**src/rtl/mem_arbiter.sv**
```systemverilog
// ---------------------------------------------------------------------------
// mem_arbiter
//
// Shares the single memory module between the core port (fetch / memory
// stage) and a DMA/debug port. One port is granted at a time; the winner's
// request fields are latched onto the memory interface and held until the
// memory completes. The winner sees the same busy-until-done contract the
// memory module itself presents, so requester FSMs need no change.
//
// Arbitration: the core has fixed priority. While DMA is waiting, the
// consecutive core grants are counted. Once CORE_BURST core grants have gone
// by, the DMA port wins the next grant even if the core is also requesting.
//
// Access sequence: IDLE (grant, latch) -> ACTIVE (wait for ~mem_busy)
// -> RELEASE (one idle cycle) -> IDLE. With zero-wait memory an access
// takes three cycles.
//
// Optional feature (macro MEM_ARB_LOCK_EN):
//   dma_lock is sampled when a DMA access completes. If it is set, the arbiter
//   keeps granting only DMA until a DMA access completes with dma_lock low,
//   or until the arbiter is idle with dma_req low. Without the macro, dma_lock
//   is ignored and no lock logic is built.
//
// Parameters
//   CORE_BURST  max consecutive core grants while dma_req is pending (>= 1)
//
// Ports
//   clk, reset_n                       clock, asynchronous active-low reset
//   core_req/write/size/addr/wdata     core request; held stable while req high
//   core_rdata, core_busy, core_fault  core response (valid on completion)
//   dma_req/write/size/addr/wdata      DMA request; held stable while req high
//   dma_rdata, dma_busy, dma_fault     DMA response (valid on completion)
//   dma_lock                           hold DMA ownership (MEM_ARB_LOCK_EN)
//   mem_enable/write/size/addr/wdata   registered memory request
//   mem_out, mem_busy                  memory read data, busy
//   mem_op/addr/access_fault           memory fault flags
//   arb_owner                          0 = core, 1 = DMA (current/last grant)
// ---------------------------------------------------------------------------
module mem_arbiter #(
  parameter int CORE_BURST = 4
) (
  input  logic        clk,
  input  logic        reset_n,

  input  logic        core_req,
  input  logic        core_write,
  input  logic [1:0]  core_size,
  input  logic [31:0] core_addr,
  input  logic [31:0] core_wdata,
  output logic [31:0] core_rdata,
  output logic        core_busy,
  output logic [2:0]  core_fault,

  input  logic        dma_req,
  input  logic        dma_write,
  input  logic [1:0]  dma_size,
  input  logic [31:0] dma_addr,
  input  logic [31:0] dma_wdata,
  output logic [31:0] dma_rdata,
  output logic        dma_busy,
  output logic [2:0]  dma_fault,
  input  logic        dma_lock,

  output logic        mem_enable,
  output logic        mem_write,
  output logic [1:0]  mem_size,
  output logic [31:0] mem_addr,
  output logic [31:0] mem_wdata,
  input  logic [31:0] mem_out,
  input  logic        mem_busy,
  input  logic        mem_op_fault,
  input  logic        mem_addr_fault,
  input  logic        mem_access_fault,

  output logic        arb_owner
);

  // Counter wide enough to hold CORE_BURST itself (the saturation value).
  localparam int CNT_W = (CORE_BURST < 1) ? 1 : $clog2(CORE_BURST + 1);
  localparam logic [CNT_W-1:0] BURST_MAX = CNT_W'(CORE_BURST);

  typedef enum logic [1:0] {
    ST_IDLE    = 2'd0,
    ST_ACTIVE  = 2'd1,
    ST_RELEASE = 2'd2
  } state_t;

  state_t           state_q, state_d;
  logic [CNT_W-1:0] count_q, count_d;
  logic             owner_q;

  logic             any_req;
  logic             pick_dma;
  logic             grant;
  logic             done;
  logic             core_done;
  logic             dma_done;
  logic             lock_hold;
  logic [2:0]       fault_vec;

  logic             sel_write;
  logic [1:0]       sel_size;
  logic [31:0]      sel_addr;
  logic [31:0]      sel_wdata;

  // -------------------------------------------------------------------------
  // Optional DMA lock
  // -------------------------------------------------------------------------
`ifdef MEM_ARB_LOCK_EN
  logic lock_q, lock_d;

  // The lock only steers grants while DMA is actually requesting; an idle
  // arbiter with dma_req low drops the lock and falls back to normal rules.
  assign lock_hold = lock_q & dma_req;

  always_comb begin
    lock_d = lock_q;
    if ((state_q == ST_IDLE) && !dma_req) begin
      lock_d = 1'b0;
    end
    if (dma_done) begin
      lock_d = dma_lock;
    end
  end

  always_ff @(posedge clk or negedge reset_n) begin
    if (!reset_n) begin
      lock_q <= 1'b0;
    end else begin
      lock_q <= lock_d;
    end
  end
`else
  logic unused_dma_lock;

  assign unused_dma_lock = dma_lock;
  assign lock_hold       = 1'b0;
`endif

  // -------------------------------------------------------------------------
  // Arbitration decision (evaluated every cycle, acted on only in IDLE)
  // -------------------------------------------------------------------------
  assign any_req  = core_req | dma_req;
  assign pick_dma = dma_req & (~core_req | (count_q == BURST_MAX) | lock_hold);

  // Winner's request fields, ready to be latched onto the memory interface.
  always_comb begin
    sel_write = core_write;
    sel_size  = core_size;
    sel_addr  = core_addr;
    sel_wdata = core_wdata;
    if (pick_dma) begin
      sel_write = dma_write;
      sel_size  = dma_size;
      sel_addr  = dma_addr;
      sel_wdata = dma_wdata;
    end
  end

  // Completion is the memory's own contract: enabled and not busy.
  assign done      = (state_q == ST_ACTIVE) & mem_enable & ~mem_busy;
  assign core_done = done & ~owner_q;
  assign dma_done  = done &  owner_q;

  // -------------------------------------------------------------------------
  // FSM next state
  // -------------------------------------------------------------------------
  always_comb begin
    state_d = state_q;
    grant   = 1'b0;
    case (state_q)
      ST_IDLE: begin
        if (any_req) begin
          grant   = 1'b1;
          state_d = ST_ACTIVE;
        end
      end
      ST_ACTIVE: begin
        if (done) begin
          state_d = ST_RELEASE;
        end
      end
      ST_RELEASE: begin
        state_d = ST_IDLE;
      end
      default: begin
        state_d = ST_IDLE;
      end
    endcase
  end

  // Starvation counter: counts core grants made while DMA waits. Any grant
  // with DMA not waiting, or a DMA grant, starts the count over.
  always_comb begin
    count_d = count_q;
    if (grant) begin
      if (pick_dma || !dma_req) begin
        count_d = '0;
      end else if (count_q != BURST_MAX) begin
        count_d = count_q + CNT_W'(1);
      end
    end
  end

  always_ff @(posedge clk or negedge reset_n) begin
    if (!reset_n) begin
      state_q <= ST_IDLE;
      count_q <= '0;
    end else begin
      state_q <= state_d;
      count_q <= count_d;
    end
  end

  // -------------------------------------------------------------------------
  // Registered memory interface and owner
  // -------------------------------------------------------------------------
  always_ff @(posedge clk or negedge reset_n) begin
    if (!reset_n) begin
      mem_enable <= 1'b0;
      mem_write  <= 1'b0;
      mem_size   <= 2'b00;
      mem_addr   <= 32'h0;
      mem_wdata  <= 32'h0;
      owner_q    <= 1'b0;
    end else if (grant) begin
      mem_enable <= 1'b1;
      mem_write  <= sel_write;
      mem_size   <= sel_size;
      mem_addr   <= sel_addr;
      mem_wdata  <= sel_wdata;
      owner_q    <= pick_dma;
    end else if (done) begin
      // Fields stay as last latched; only the enable drops.
      mem_enable <= 1'b0;
    end
  end

  assign arb_owner = owner_q;

  // -------------------------------------------------------------------------
  // Port responses (combinational in the completion cycle)
  // -------------------------------------------------------------------------
  assign fault_vec = {mem_op_fault, mem_addr_fault, mem_access_fault};

  // A requesting port stays busy until its own completion cycle; the
  // non-owner therefore waits transparently while the other port is served.
  assign core_busy  = core_req & ~core_done;
  assign dma_busy   = dma_req  & ~dma_done;

  assign core_rdata = core_done ? mem_out   : 32'h0;
  assign dma_rdata  = dma_done  ? mem_out   : 32'h0;
  assign core_fault = core_done ? fault_vec : 3'b000;
  assign dma_fault  = dma_done  ? fault_vec : 3'b000;

endmodule

```
**config.mk**
```make
export PLATFORM = sky130hd
export DESIGN_NAME = mem_arbiter
export DESIGN_NICKNAME = d
export VERILOG_FILES = /design/src/rtl/mem_arbiter.sv
export SDC_FILE = /design/constraint.sdc
export NUM_CORES = 1
export LEC_CHECK = 0
export BUFFER_PORTS_ARGS = -buffer_cell sky130_fd_sc_hd__buf_4
export CORE_AREA = 2 2 131 133
export CTS_CLUSTER_DIAMETER = 150
export CTS_CLUSTER_SIZE = 30
export DETAILED_ROUTE_END_ITERATION = 6
export DIE_AREA = 0 0 133 135
export HOLD_SLACK_MARGIN = 0.05
export PLACE_DENSITY = 0.59
export SKIP_LAST_GASP = 1
export SYNTH_ARGS = -nofsm -noshare
export SYNTH_HDL_FRONTEND = slang
export SYNTH_SLANG_ARGS = --single-unit
```
**constraint.sdc**
```tcl
create_clock -name clk -period 2.02 [get_ports clk]
set_input_delay 0.404 -clock clk [delete_from_list [all_inputs] [get_ports clk]]
set_output_delay 0.404 -clock clk [all_outputs]
set_load 0.01 [all_outputs]
```
==> impl_results.md <==
- Outcome: finished, final reports clean
- Drt first pass iters: 5
- Bufs and invs on worst path: 2
- Min-delay src: dma_wdata[16]
- Post-synthesis sequential area ratio: 0.382
- Slew at the pin closest to its max-slew limit: approximately 0.67 ns
- ANT nets after route: 0
- Slew Limit Fails: 0
- Number of CTS-inserted buffers: 9
- Core Area: ~16000 µm²
- Vias: 5142
- Initial antenna violation count: 1
- RSZ-0062 raised after global routing: yes
- Number of library cell types mapped by synthesis: 27
- Crit Path Class: reg2out
- Multi-input logic area: around 2400 µm²
- Final TNS setup: 0 ns
- Clock buffer depth: 2
- Die Y: between 100 and 150 µm
- Final wirelength: 18.0 mm
- Pwr dens: 1300 nW/µm²
- Most frequent cell after synthesis: dfrtp_1
- Die area: 18000 µm²
- Reg clk slew, reported paths: roughly 0.060 ns
- Max-Slew Margin vs Limit: 0.554
- Vias in the first global route: 5303
- Die width: 133 µm
- Sequential Area: ~1900 µm²
- Via-to-Cell Ratio: 5.09
- FF+latch count, synth: 74
- CP top delay family: simple AND/OR/NAND/NOR gates
- 1st-iter DRT viols: 256
- Gate Count Post-Synth: just over 500
- Remaining DRCs: 0
- CP Depth: 5
- Synth area leaders: dfrtp_1 38%, o221ai_2 21%, nand4_1 8.7%, nand3_1 7.0%, inv_1 5.5%
- Register-to-Register Path Depth: 6
- Cells along the critical path: nand4bb_4 > nor2_4 > buf_8 > and2_1 > buf_4
- IO Pins: 316
- Synth top cells by count: 74 x dfrtp_1, 71 x inv_1, 68 x nand3_1
- CP endpoint kind: output port
- CTS tree: yes
- Worst skew pair latency: 0.34 ns
- Detailed Place HPWL: roughly 13 mm
- Crit start category: flop
- Yosys top cell by area: dfrtp_1
- Gpl congestion: 0.798
- Avg Inst Size Synth: 9.59 µm²
- Max rail drop VDD: between 0.0009 and 0.001 V
- Worst Hold Depth: 3
- Post-Syn Area: 4840 µm²
- Final Critical Period: approximately 2 ns
- Starting density of the core: 0.295
- Synth top area share: 0.382
- Clk sinks: 74
- Max_cap viols: 0
- # rows: 47
- First-pass GRT wire length: 28.5 mm
- Layout Nets: 963
- Final hold viol count: 0
- # diodes: 0
- CTS Root Cell: clkbuf_16
- Port bufs: 314
- Syn_nets: roughly 680
- Final setup vio count: 0
- Min-delay worst type: in2reg
- Top FF cell, synth: dfrtp_1
- Total gr overflow: 0
- Worst setup startpoint: state_q[1]
- Worst r2r src: count_q[0]
- Critical path's slowest cell: dfrtp_1
- Routed wire per std cell: between 15 and 20 µm
- Syn-to-layout area delta: 58.9%
- Largest net degree at the start of global routing: between 100 and 150
- CP peak stage delay: 0.38 ns
- Yosys warns: 0
- CTS HTree Levels: 3
- Fillcell total: 1609
- Final Cycle Share: 0.974
- Tot GR Track Use: 0.199
- Fraction of layout cells with a size suffix above 1: 0.539
- Clock Skews: 0.00780 ns
- Largest fanout on the critical path: 18
- Async S/R FF share, synth: 1.00
- Pleak: approximately 3.8 nW
- R2R setup slack: 0.38 ns
- Final Util: 0.469
- Fmax: 0.508 GHz
- Number of synthesized flops with an enable pin: 0
- Data arrival time of the critical path: 1.56 ns
- WP data required: 1.62 ns
[sequential cells by signal, summed over array words and instances, names as in the netlist]
name        flops
count_q         3
mem_addr       32
mem_size        2
arb_owner       1
state_q         2
mem_enable      1
mem_write       1
mem_wdata      32
[cell usage in the layout (no fill, tap or decap), drive strengths merged]
master and n:
nand4b 1, mux2i 1, nand3b 1, nand3 68
dlygate4sd3 1, a41oi 1, a21boi 2, o22ai 1
nand2b 1, buf 333, inv 71, a31oi 1
or2 1, clkinv 2, nand2 4, nand4 67
o221ai 67, nor2 2, and2 37, ha 2
clkbuf 14, and3 35, a21bo 1, dfrtp 74
mux2 1, nand4bb 1, nor2b 1
[metal layers]
metal  vias up  share of wire  wire length (µm)  global-route usage
met5         -              0                 0                   0
met4         0          0.017               309              0.0490
met3        23          0.076              1380              0.0691
met2       186           0.50              9010               0.331
met1      2507           0.41              7340               0.247
li1       2426              -                 -                   -
[logic make-up (layout without fill, tap and decap cells)]
logic type                 Yosys count  count (layout)  synth area share
AOI/OAI and AO/OA                   73              73             0.220
adders and majority gates            2               2           0.00517
buffers and inverters              135             421             0.123
DFF                                 74              74             0.382
muxes                                2               2           0.00517
and+or+nand+nor                    219             219             0.264
[layout make-up]
class / instances / share of cell area
clock inverters: 2 / 0.00130
clock buffers: 14 / 0.0356
repair buffers: 334 / 0.336
well taps: 220 / 0.0358
inverters: 71 / 0.0346
flip-flops and latches: 74 / 0.241
multi-input cells: 296 / 0.316
[report_power, final]
group / internal, W / total [W] / switching [W]
logic: 0.00276 / 0.00576 / 0.00300
clock network: 0.000930 / 0.00156 / 0.000630
registers: 0.00222 / 0.00267 / 0.000442
total: 0.00591 / 0.00998 / 0.00407
[per-stage QoR]
stage	area [µm²]	hold WS (ns)	setup WS, ns	power (W)	instances
detailed placement	7350	0.295	0.193	0.00845	993
global route	7700	0.323	-0.0341	0.0107	1011
global placement	7350	0.290	0.213	0.00830	993
finish	7700	0.327	0.0527	0.00998	1011
floorplan	4840	0.108	0.304	0.00613	505
CTS	7690	0.316	0.0293	0.0101	1011
[worst min-delay path: cells and delay by family]
family	cells	cell delay [ns]
compound gates	1	0.07
buf+inv	1	0.08
simple gates	1	0.09
[worst paths after layout]
check | endpoint
max reg2reg | mem_wdata[29]
min reg2reg | count_q[2]
min in group asynchronous | mem_addr[20]
min | mem_wdata[16]
max in group asynchronous | mem_wdata[13]
max | core_rdata[0]
[what timing repair did]
action | in CTS | in global routing
endpoints found under the hold margin | 15 | 0
endpoints found under the setup margin | 70 | 68
hold buffers | 1 | 0
setup buffers | 1 | 0
pin swaps | 1 | 1
cloned | 0 | 0
gates resized for setup | 7 | 2
No activity file was read; power rests on OpenSTA's default activity.
